### src/rtl/mc_pkg.sv
// Purpose : shared encodings for the multicycle RV32I-subset sequencer (states, opcodes, mux selects).
// Latency : n/a (constants and types only).
// Backpressure: n/a.
// Ports   : none. Consumers import mc_pkg::*.
package mc_pkg;

   // State encodings, FETCH must stay at zero so a cleared register means FETCH.
   localparam logic [3:0] ST_FETCH    = 4'd0;
   localparam logic [3:0] ST_DECODE   = 4'd1;
   localparam logic [3:0] ST_MEMADR   = 4'd2;
   localparam logic [3:0] ST_MEMREAD  = 4'd3;
   localparam logic [3:0] ST_MEMWB    = 4'd4;
   localparam logic [3:0] ST_MEMWRITE = 4'd5;
   localparam logic [3:0] ST_EXECR    = 4'd6;
   localparam logic [3:0] ST_EXECI    = 4'd7;
   localparam logic [3:0] ST_ALUWB    = 4'd8;
   localparam logic [3:0] ST_BEQ      = 4'd9;
   localparam logic [3:0] ST_JAL      = 4'd10;
   localparam logic [3:0] ST_FAULT    = 4'd11;

   typedef enum logic [3:0] {
      S_FETCH    = ST_FETCH,
      S_DECODE   = ST_DECODE,
      S_MEMADR   = ST_MEMADR,
      S_MEMREAD  = ST_MEMREAD,
      S_MEMWB    = ST_MEMWB,
      S_MEMWRITE = ST_MEMWRITE,
      S_EXECR    = ST_EXECR,
      S_EXECI    = ST_EXECI,
      S_ALUWB    = ST_ALUWB,
      S_BEQ      = ST_BEQ,
      S_JAL      = ST_JAL,
      S_FAULT    = ST_FAULT
   } state_e;

   // Opcode field values
   localparam logic [6:0] OP_LOAD   = 7'b0000011;
   localparam logic [6:0] OP_STORE  = 7'b0100011;
   localparam logic [6:0] OP_RTYPE  = 7'b0110011;
   localparam logic [6:0] OP_ITYPE  = 7'b0010011;
   localparam logic [6:0] OP_BRANCH = 7'b1100011;
   localparam logic [6:0] OP_JAL    = 7'b1101111;

   // ALU operand A select
   localparam logic [1:0] SRCA_PC    = 2'b00;
   localparam logic [1:0] SRCA_OLDPC = 2'b01;
   localparam logic [1:0] SRCA_RS1   = 2'b10;

   // ALU operand B select
   localparam logic [1:0] SRCB_RS2  = 2'b00;
   localparam logic [1:0] SRCB_IMM  = 2'b01;
   localparam logic [1:0] SRCB_FOUR = 2'b10;

   // Result select
   localparam logic [1:0] RES_ALUOUT  = 2'b00;
   localparam logic [1:0] RES_MEMDATA = 2'b01;
   localparam logic [1:0] RES_ALU     = 2'b10;

   // ALU operation class handed to the ALU-control decoder
   localparam logic [1:0] ALUOP_ADD   = 2'b00;
   localparam logic [1:0] ALUOP_SUB   = 2'b01;
   localparam logic [1:0] ALUOP_FUNCT = 2'b10;

endpackage

### src/rtl/mc_wait_timer.sv
// Purpose : memory wait-cycle counter for the sequencer watchdog; flags when the count reaches MEM_TIMEOUT.
// Latency : count updates on the clock edge; timeout is a combinational decode of the registered count.
// Backpressure: none; clear has priority over increment.
// Ports   : clk, rst_n (sync, active-low), clr (restart count), inc (one more wait cycle), timeout (count == MEM_TIMEOUT).
module mc_wait_timer #(
   parameter int CNT_W       = 4,
   parameter int MEM_TIMEOUT = 15
) (
   input  logic clk,
   input  logic rst_n,
   input  logic clr,
   input  logic inc,
   output logic timeout
);

   logic [CNT_W-1:0] cnt_q;
   logic [CNT_W-1:0] cnt_d;

   localparam logic [CNT_W-1:0] CNT_ONE   = {{(CNT_W-1){1'b0}}, 1'b1};
   localparam logic [CNT_W-1:0] CNT_LIMIT = MEM_TIMEOUT[CNT_W-1:0];

   always_comb begin
      cnt_d = cnt_q;
      if (clr) begin
         cnt_d = '0;
      end else if (inc) begin
         cnt_d = cnt_q + CNT_ONE;
      end
   end

   always_ff @(posedge clk) begin
      if (!rst_n) begin
         cnt_q <= '0;
      end else begin
         cnt_q <= cnt_d;
      end
   end

   assign timeout = (cnt_q == CNT_LIMIT);

endmodule

### src/rtl/multicycle_control.sv
// Purpose : Moore main sequencer for the multicycle RV32I-subset core (lw, sw, R-type, addi-class, beq; jal when MC_JAL_EN is defined).
// Latency : zero-wait memory gives lw 5, sw 4, R/I 4, beq 3 cycles; every memory state stalls until mem_ready.
// Backpressure: mem_req held until mem_ready; MEM_TIMEOUT wait cycles without mem_ready drives the sticky FAULT state.
// Ports   : clk, rst_n (sync, active-low); in: op[6:0], zero, mem_ready;
//           out: mem_req, mem_write, adr_src, ir_write, pc_write, alu_src_a[1:0], alu_src_b[1:0],
//                result_src[1:0], reg_write, aluop[1:0], state_o[3:0], fault.
// Config  : define MC_JAL_EN to add the JAL state; otherwise op 1101111 is illegal.
module multicycle_control
   import mc_pkg::*;
#(
   parameter int MEM_TIMEOUT = 15,
   parameter int CNT_W       = 4
) (
   input  logic       clk,
   input  logic       rst_n,
   input  logic [6:0] op,
   input  logic       zero,
   input  logic       mem_ready,
   output logic       mem_req,
   output logic       mem_write,
   output logic       adr_src,
   output logic       ir_write,
   output logic       pc_write,
   output logic [1:0] alu_src_a,
   output logic [1:0] alu_src_b,
   output logic [1:0] result_src,
   output logic       reg_write,
   output logic [1:0] aluop,
   output logic [3:0] state_o,
   output logic       fault
);

   state_e state_q;
   state_e state_d;

   // Ungated enables straight from the state decode
   logic mem_req_raw;
   logic mem_write_raw;
   logic ir_write_raw;
   logic reg_write_raw;
   logic pc_update;
   logic branch;

   logic tmr_timeout;
   logic wd_expire;
   logic en_ok;

   mc_wait_timer #(
      .CNT_W       (CNT_W),
      .MEM_TIMEOUT (MEM_TIMEOUT)
   ) u_wait_timer (
      .clk     (clk),
      .rst_n   (rst_n),
      .clr     (state_d != state_q),
      .inc     (mem_req_raw & ~mem_ready),
      .timeout (tmr_timeout)
   );

   always_ff @(posedge clk) begin
      if (!rst_n) begin
         state_q <= S_FETCH;
      end else begin
         state_q <= state_d;
      end
   end

   always_comb begin
      state_d       = state_q;
      mem_req_raw   = 1'b0;
      mem_write_raw = 1'b0;
      ir_write_raw  = 1'b0;
      reg_write_raw = 1'b0;
      pc_update     = 1'b0;
      branch        = 1'b0;
      adr_src       = 1'b0;
      alu_src_a     = SRCA_PC;
      alu_src_b     = SRCB_RS2;
      result_src    = RES_ALUOUT;
      aluop         = ALUOP_ADD;

      case (state_q)
         S_FETCH: begin
            mem_req_raw = 1'b1;
            alu_src_a   = SRCA_PC;
            alu_src_b   = SRCB_FOUR;
            result_src  = RES_ALU;
            if (mem_ready) begin
               ir_write_raw = 1'b1;
               pc_update    = 1'b1;
               state_d      = S_DECODE;
            end
         end
         S_DECODE: begin
            // Branch target is formed here from oldPC + imm and parked in ALUOut
            alu_src_a = SRCA_OLDPC;
            alu_src_b = SRCB_IMM;
            case (op)
               OP_LOAD, OP_STORE: state_d = S_MEMADR;
               OP_RTYPE:          state_d = S_EXECR;
               OP_ITYPE:          state_d = S_EXECI;
               OP_BRANCH:         state_d = S_BEQ;
`ifdef MC_JAL_EN
               OP_JAL:            state_d = S_JAL;
`endif
               default:           state_d = S_FAULT;
            endcase
         end
         S_MEMADR: begin
            alu_src_a = SRCA_RS1;
            alu_src_b = SRCB_IMM;
            // op[5] separates store (0100011) from load (0000011)
            state_d   = op[5] ? S_MEMWRITE : S_MEMREAD;
         end
         S_MEMREAD: begin
            mem_req_raw = 1'b1;
            adr_src     = 1'b1;
            if (mem_ready) state_d = S_MEMWB;
         end
         S_MEMWB: begin
            result_src    = RES_MEMDATA;
            reg_write_raw = 1'b1;
            state_d       = S_FETCH;
         end
         S_MEMWRITE: begin
            mem_req_raw   = 1'b1;
            mem_write_raw = 1'b1;
            adr_src       = 1'b1;
            if (mem_ready) state_d = S_FETCH;
         end
         S_EXECR: begin
            alu_src_a = SRCA_RS1;
            alu_src_b = SRCB_RS2;
            aluop     = ALUOP_FUNCT;
            state_d   = S_ALUWB;
         end
         S_EXECI: begin
            alu_src_a = SRCA_RS1;
            alu_src_b = SRCB_IMM;
            aluop     = ALUOP_FUNCT;
            state_d   = S_ALUWB;
         end
         S_ALUWB: begin
            result_src    = RES_ALUOUT;
            reg_write_raw = 1'b1;
            state_d       = S_FETCH;
         end
         S_BEQ: begin
            alu_src_a  = SRCA_RS1;
            alu_src_b  = SRCB_RS2;
            aluop      = ALUOP_SUB;
            result_src = RES_ALUOUT;
            branch     = 1'b1;
            state_d    = S_FETCH;
         end
`ifdef MC_JAL_EN
         S_JAL: begin
            // ALU computes the link value oldPC+4 while PC loads the DECODE target from ALUOut
            alu_src_a  = SRCA_OLDPC;
            alu_src_b  = SRCB_FOUR;
            aluop      = ALUOP_ADD;
            result_src = RES_ALUOUT;
            pc_update  = 1'b1;
            state_d    = S_ALUWB;
         end
`endif
         S_FAULT: begin
            state_d = S_FAULT;
         end
         default: begin
            state_d = S_FAULT;
         end
      endcase

      // Watchdog expiry overrides the state decode; a same-cycle mem_ready still wins
      if (wd_expire) state_d = S_FAULT;
      if (!rst_n)    state_d = S_FETCH;
   end

   assign wd_expire = tmr_timeout & mem_req_raw & ~mem_ready;

   // Enables are suppressed while in reset and in the cycle the watchdog fires
   assign en_ok = rst_n & ~wd_expire;

   assign mem_req   = mem_req_raw   & en_ok;
   assign mem_write = mem_write_raw & en_ok;
   assign ir_write  = ir_write_raw  & en_ok;
   assign reg_write = reg_write_raw & en_ok;
   assign pc_write  = (pc_update | (branch & zero)) & en_ok;

   assign state_o = state_q;
   assign fault   = (state_q == S_FAULT);

endmodule

### config.mk
export PLATFORM = sky130hd
export DESIGN_NAME = multicycle_control
export DESIGN_NICKNAME = d
export VERILOG_FILES = /design/src/rtl/mc_pkg.sv /design/src/rtl/mc_wait_timer.sv /design/src/rtl/multicycle_control.sv
export SDC_FILE = /design/constraint.sdc
export NUM_CORES = 1
export LEC_CHECK = 0
export CORE_UTILIZATION = 49
export CTS_CLUSTER_SIZE = 20
export DETAILED_ROUTE_END_ITERATION = 7
export HOLD_SLACK_MARGIN = 0.08
export PLACE_DENSITY = 0.84
export SLEW_MARGIN = 10
export SYNTH_ARGS = -nofsm -noshare
export SYNTH_HDL_FRONTEND = slang
export SYNTH_SLANG_ARGS = --single-unit
export TNS_END_PERCENT = 20
### constraint.sdc
create_clock -name clk -period 2.64 [get_ports clk]
set_input_delay 0.528 -clock clk [delete_from_list [all_inputs] [get_ports clk]]
set_output_delay 0.528 -clock clk [all_outputs]
set_load 0.05 [all_outputs]
==> flow_metrics.tcl <==
set metrics [dict create \
    cts_max_level 1 \
    fin_skew_ps 3.343 \
    portBuffers 29 \
    start_util 0.5333 \
    grt_max_degree 19 \
    grt_pass1_wl_microns 4809 \
    numCtsBuffers 3 \
    vdd_drop_max_mv 0.7002 \
    cp.arrival_ps 2020 \
    async_reset_ff_frac 0 \
    viasPerCell 6.599 \
    gp_congestion 0.9753 \
    syn_area_per_cell_sq_um 7.294 \
    die_y_microns 45.82 \
    maxCapViolations 0 \
    routedWlPerCell_microns 16.34 \
    synth_area_leaders "dfxtp_1 (17%), nand2_1 (4.0%), nor2_1 (4.0%)" \
    cts_resized 0 \
    fin_crit_sh 0.9651 \
    clock-root-buffer "clkbuf_4" \
    yosysTopAreaCellShare 0.1702 \
    worst_setup_path_end_kind "primary output" \
    die_area_sq_mm 0.002099 \
    rsz0062_at_grt "no" \
    synth_fp_nets 141 \
    synth-edff-count 0 \
    cts_sinks 8 \
    syn_inst 129 \
    layout.area.seq_sq_um 160.2 \
    max_freq_mhz 392.5 \
    final_common_cell "buf_4" \
    num_vias 1234 \
    setup_viol 0 \
    finalPower_w 0.001275 \
    synth-seq-cells 8 \
    layoutNonFillerInstCount 187 \
    antenna_found_initial 0 \
    ys_types 54 \
    place_hpwl_microns 2383 \
    layout_common_cells "buf_4 (19), clkdlybuf4s50_1 (13), nor2_1 (10), nand2_1 (10)" \
    clkSlewWorstSetupHoldPaths_ps 50 \
    drc 0 \
    fillers 147 \
    tightest_slew_ps 546.3 \
    grt_pass1_vias 1108 \
    grt.total_usage 0.3059 \
    cellPowerDensity_mw_per_mm2 915.3 \
    n_antenna_cell 0 \
    cp_max_fo 13 \
    p_leak_nw 0.5313 \
    drt_iter0_markers 76 \
    synth_area_sq_um 940.9 \
    io_pins 30 \
    clkLatencyLatePin_ps 250 \
    fin_nets 176 \
    core_sq_mm 0.001764 \
    cts_setup_buffers 0 \
    cts_tree "done" \
    status "complete, no violations" \
    synth_warnings 0 \
    ctsHoldBuffers 0 \
    totalWireLength_microns 3055 \
    placedCellCount 184 \
    postRouteAntennaNets 0 \
    hold_path.class "reg -> reg" \
    cp.required_ps 2110 \
    grt_overflow 0 \
    die_w_microns 45.82 \
    crit_type "reg -> out" \
    slew_violations 0 \
    drtPass1Iterations 4 \
    fin_crit_ps 2548 \
    hold_viol 0 \
    critPathLaunchType "flip-flop" \
    clk_path_buf_depth 2 \
    syn2layout_area_growth_pct 48.01 \
    synth-main-ff-cell "dfxtp_1" \
    multi_input_area_sq_um 723.2 \
    rows 15 \
    yosysTopAreaCell "dfxtp_1" \
    relSlewSlack 0.6353 \
    drive_above_1_share 0.2531 \
    yosysSeqAreaShare 0.1702 \
]
==> area by class of cell <==
type / instances / area share
clock buffers: 3 / 0.01617
inverters: 6 / 0.01617
multi-input cells: 105 / 0.5193
flip-flops and latches: 8 / 0.1150
well taps: 25 / 0.02246
repair buffers: 40 / 0.3109
==> final timing paths <==
path                      endpoint  cells after the start  slack [ps]             startpoint
max                       pc_write                      5          90             state_o[0]
max reg2reg  u_wait_timer.cnt_q[1]                      6         320             state_o[0]
min          u_wait_timer.cnt_q[3]                      3         620  u_wait_timer.cnt_q[3]
min reg2reg  u_wait_timer.cnt_q[3]                      3         620  u_wait_timer.cnt_q[3]
==> registers in the layout (all words and copies together) (netlist names) <==
signal,flops
state_o,4
u_wait_timer.cnt_q,4
==> synthesized netlist by cell type, types with 3 or more instances <==
cell and instances:
or3_1 3, dfxtp_1 8, nor3_1 6, nor4_1 6, o21a_1 3, clkbuf_1 4
buf_2 3, nor2_1 10, a21oi_1 6, o21ai_0 5, nand2_1 10, inv_1 5
nand3_1 4, nand2b_1 5
==> routing by layer <==
layer  vias up  global-route usage  routed length, microns
met5         -                   0                       0
met4         0              0.1235                      67
met3         9             0.02778                     248
met2        83              0.5200                    1497
met1       578              0.3934                    1242
li1        564                   -                       -
==> per-stage QoR <==
| step | TNS, ps | utilization | cell area (sq um) | hold WS [ps] | setup WS, ps |
|---|---|---|---|---|---|
| after floorplan | -2343 | - | 962.2 | 540.8 | -459.8 |
| after CTS | 0 | 0.7894 | 1393 | 601.7 | 131.6 |
| after global routing | 0 | 0.7894 | 1393 | 637.6 | 3.882 |
| after detailed placement | 0 | 0.7766 | 1370 | 594.9 | 125.5 |
| after global placement | 0 | 0.7766 | 1370 | 584.4 | 216.3 |
| final | 0 | 0.7894 | 1393 | 615.7 | 92.07 |
==> kinds of logic after synthesis <==
logic type	count (synthesis)	share of synthesized area
muxes	2	0.02128
AOI/OAI and AO/OA	38	0.3019
DFF	8	0.1702
and+or+nand+nor	61	0.3817
adders and majority gates	1	0.01330
xor gates and xnor gates	3	0.02793
buffers and inverters	16	0.08376
==> critical path, cell delays in order (launching register included) <==
cell and delay (ps):
dfxtp_1 660, xor2_1 230, o211ai_1 350, nand2_1 100, a31o_2 250, buf_4 180
==> where the power goes <==
part           switching (W)  internal, W
Combinational       0.000607     0.000380
Clock              0.0000398    0.0000519
Sequential         0.0000560     0.000140
Total               0.000703     0.000572
(Power assumes the default switching activity.)
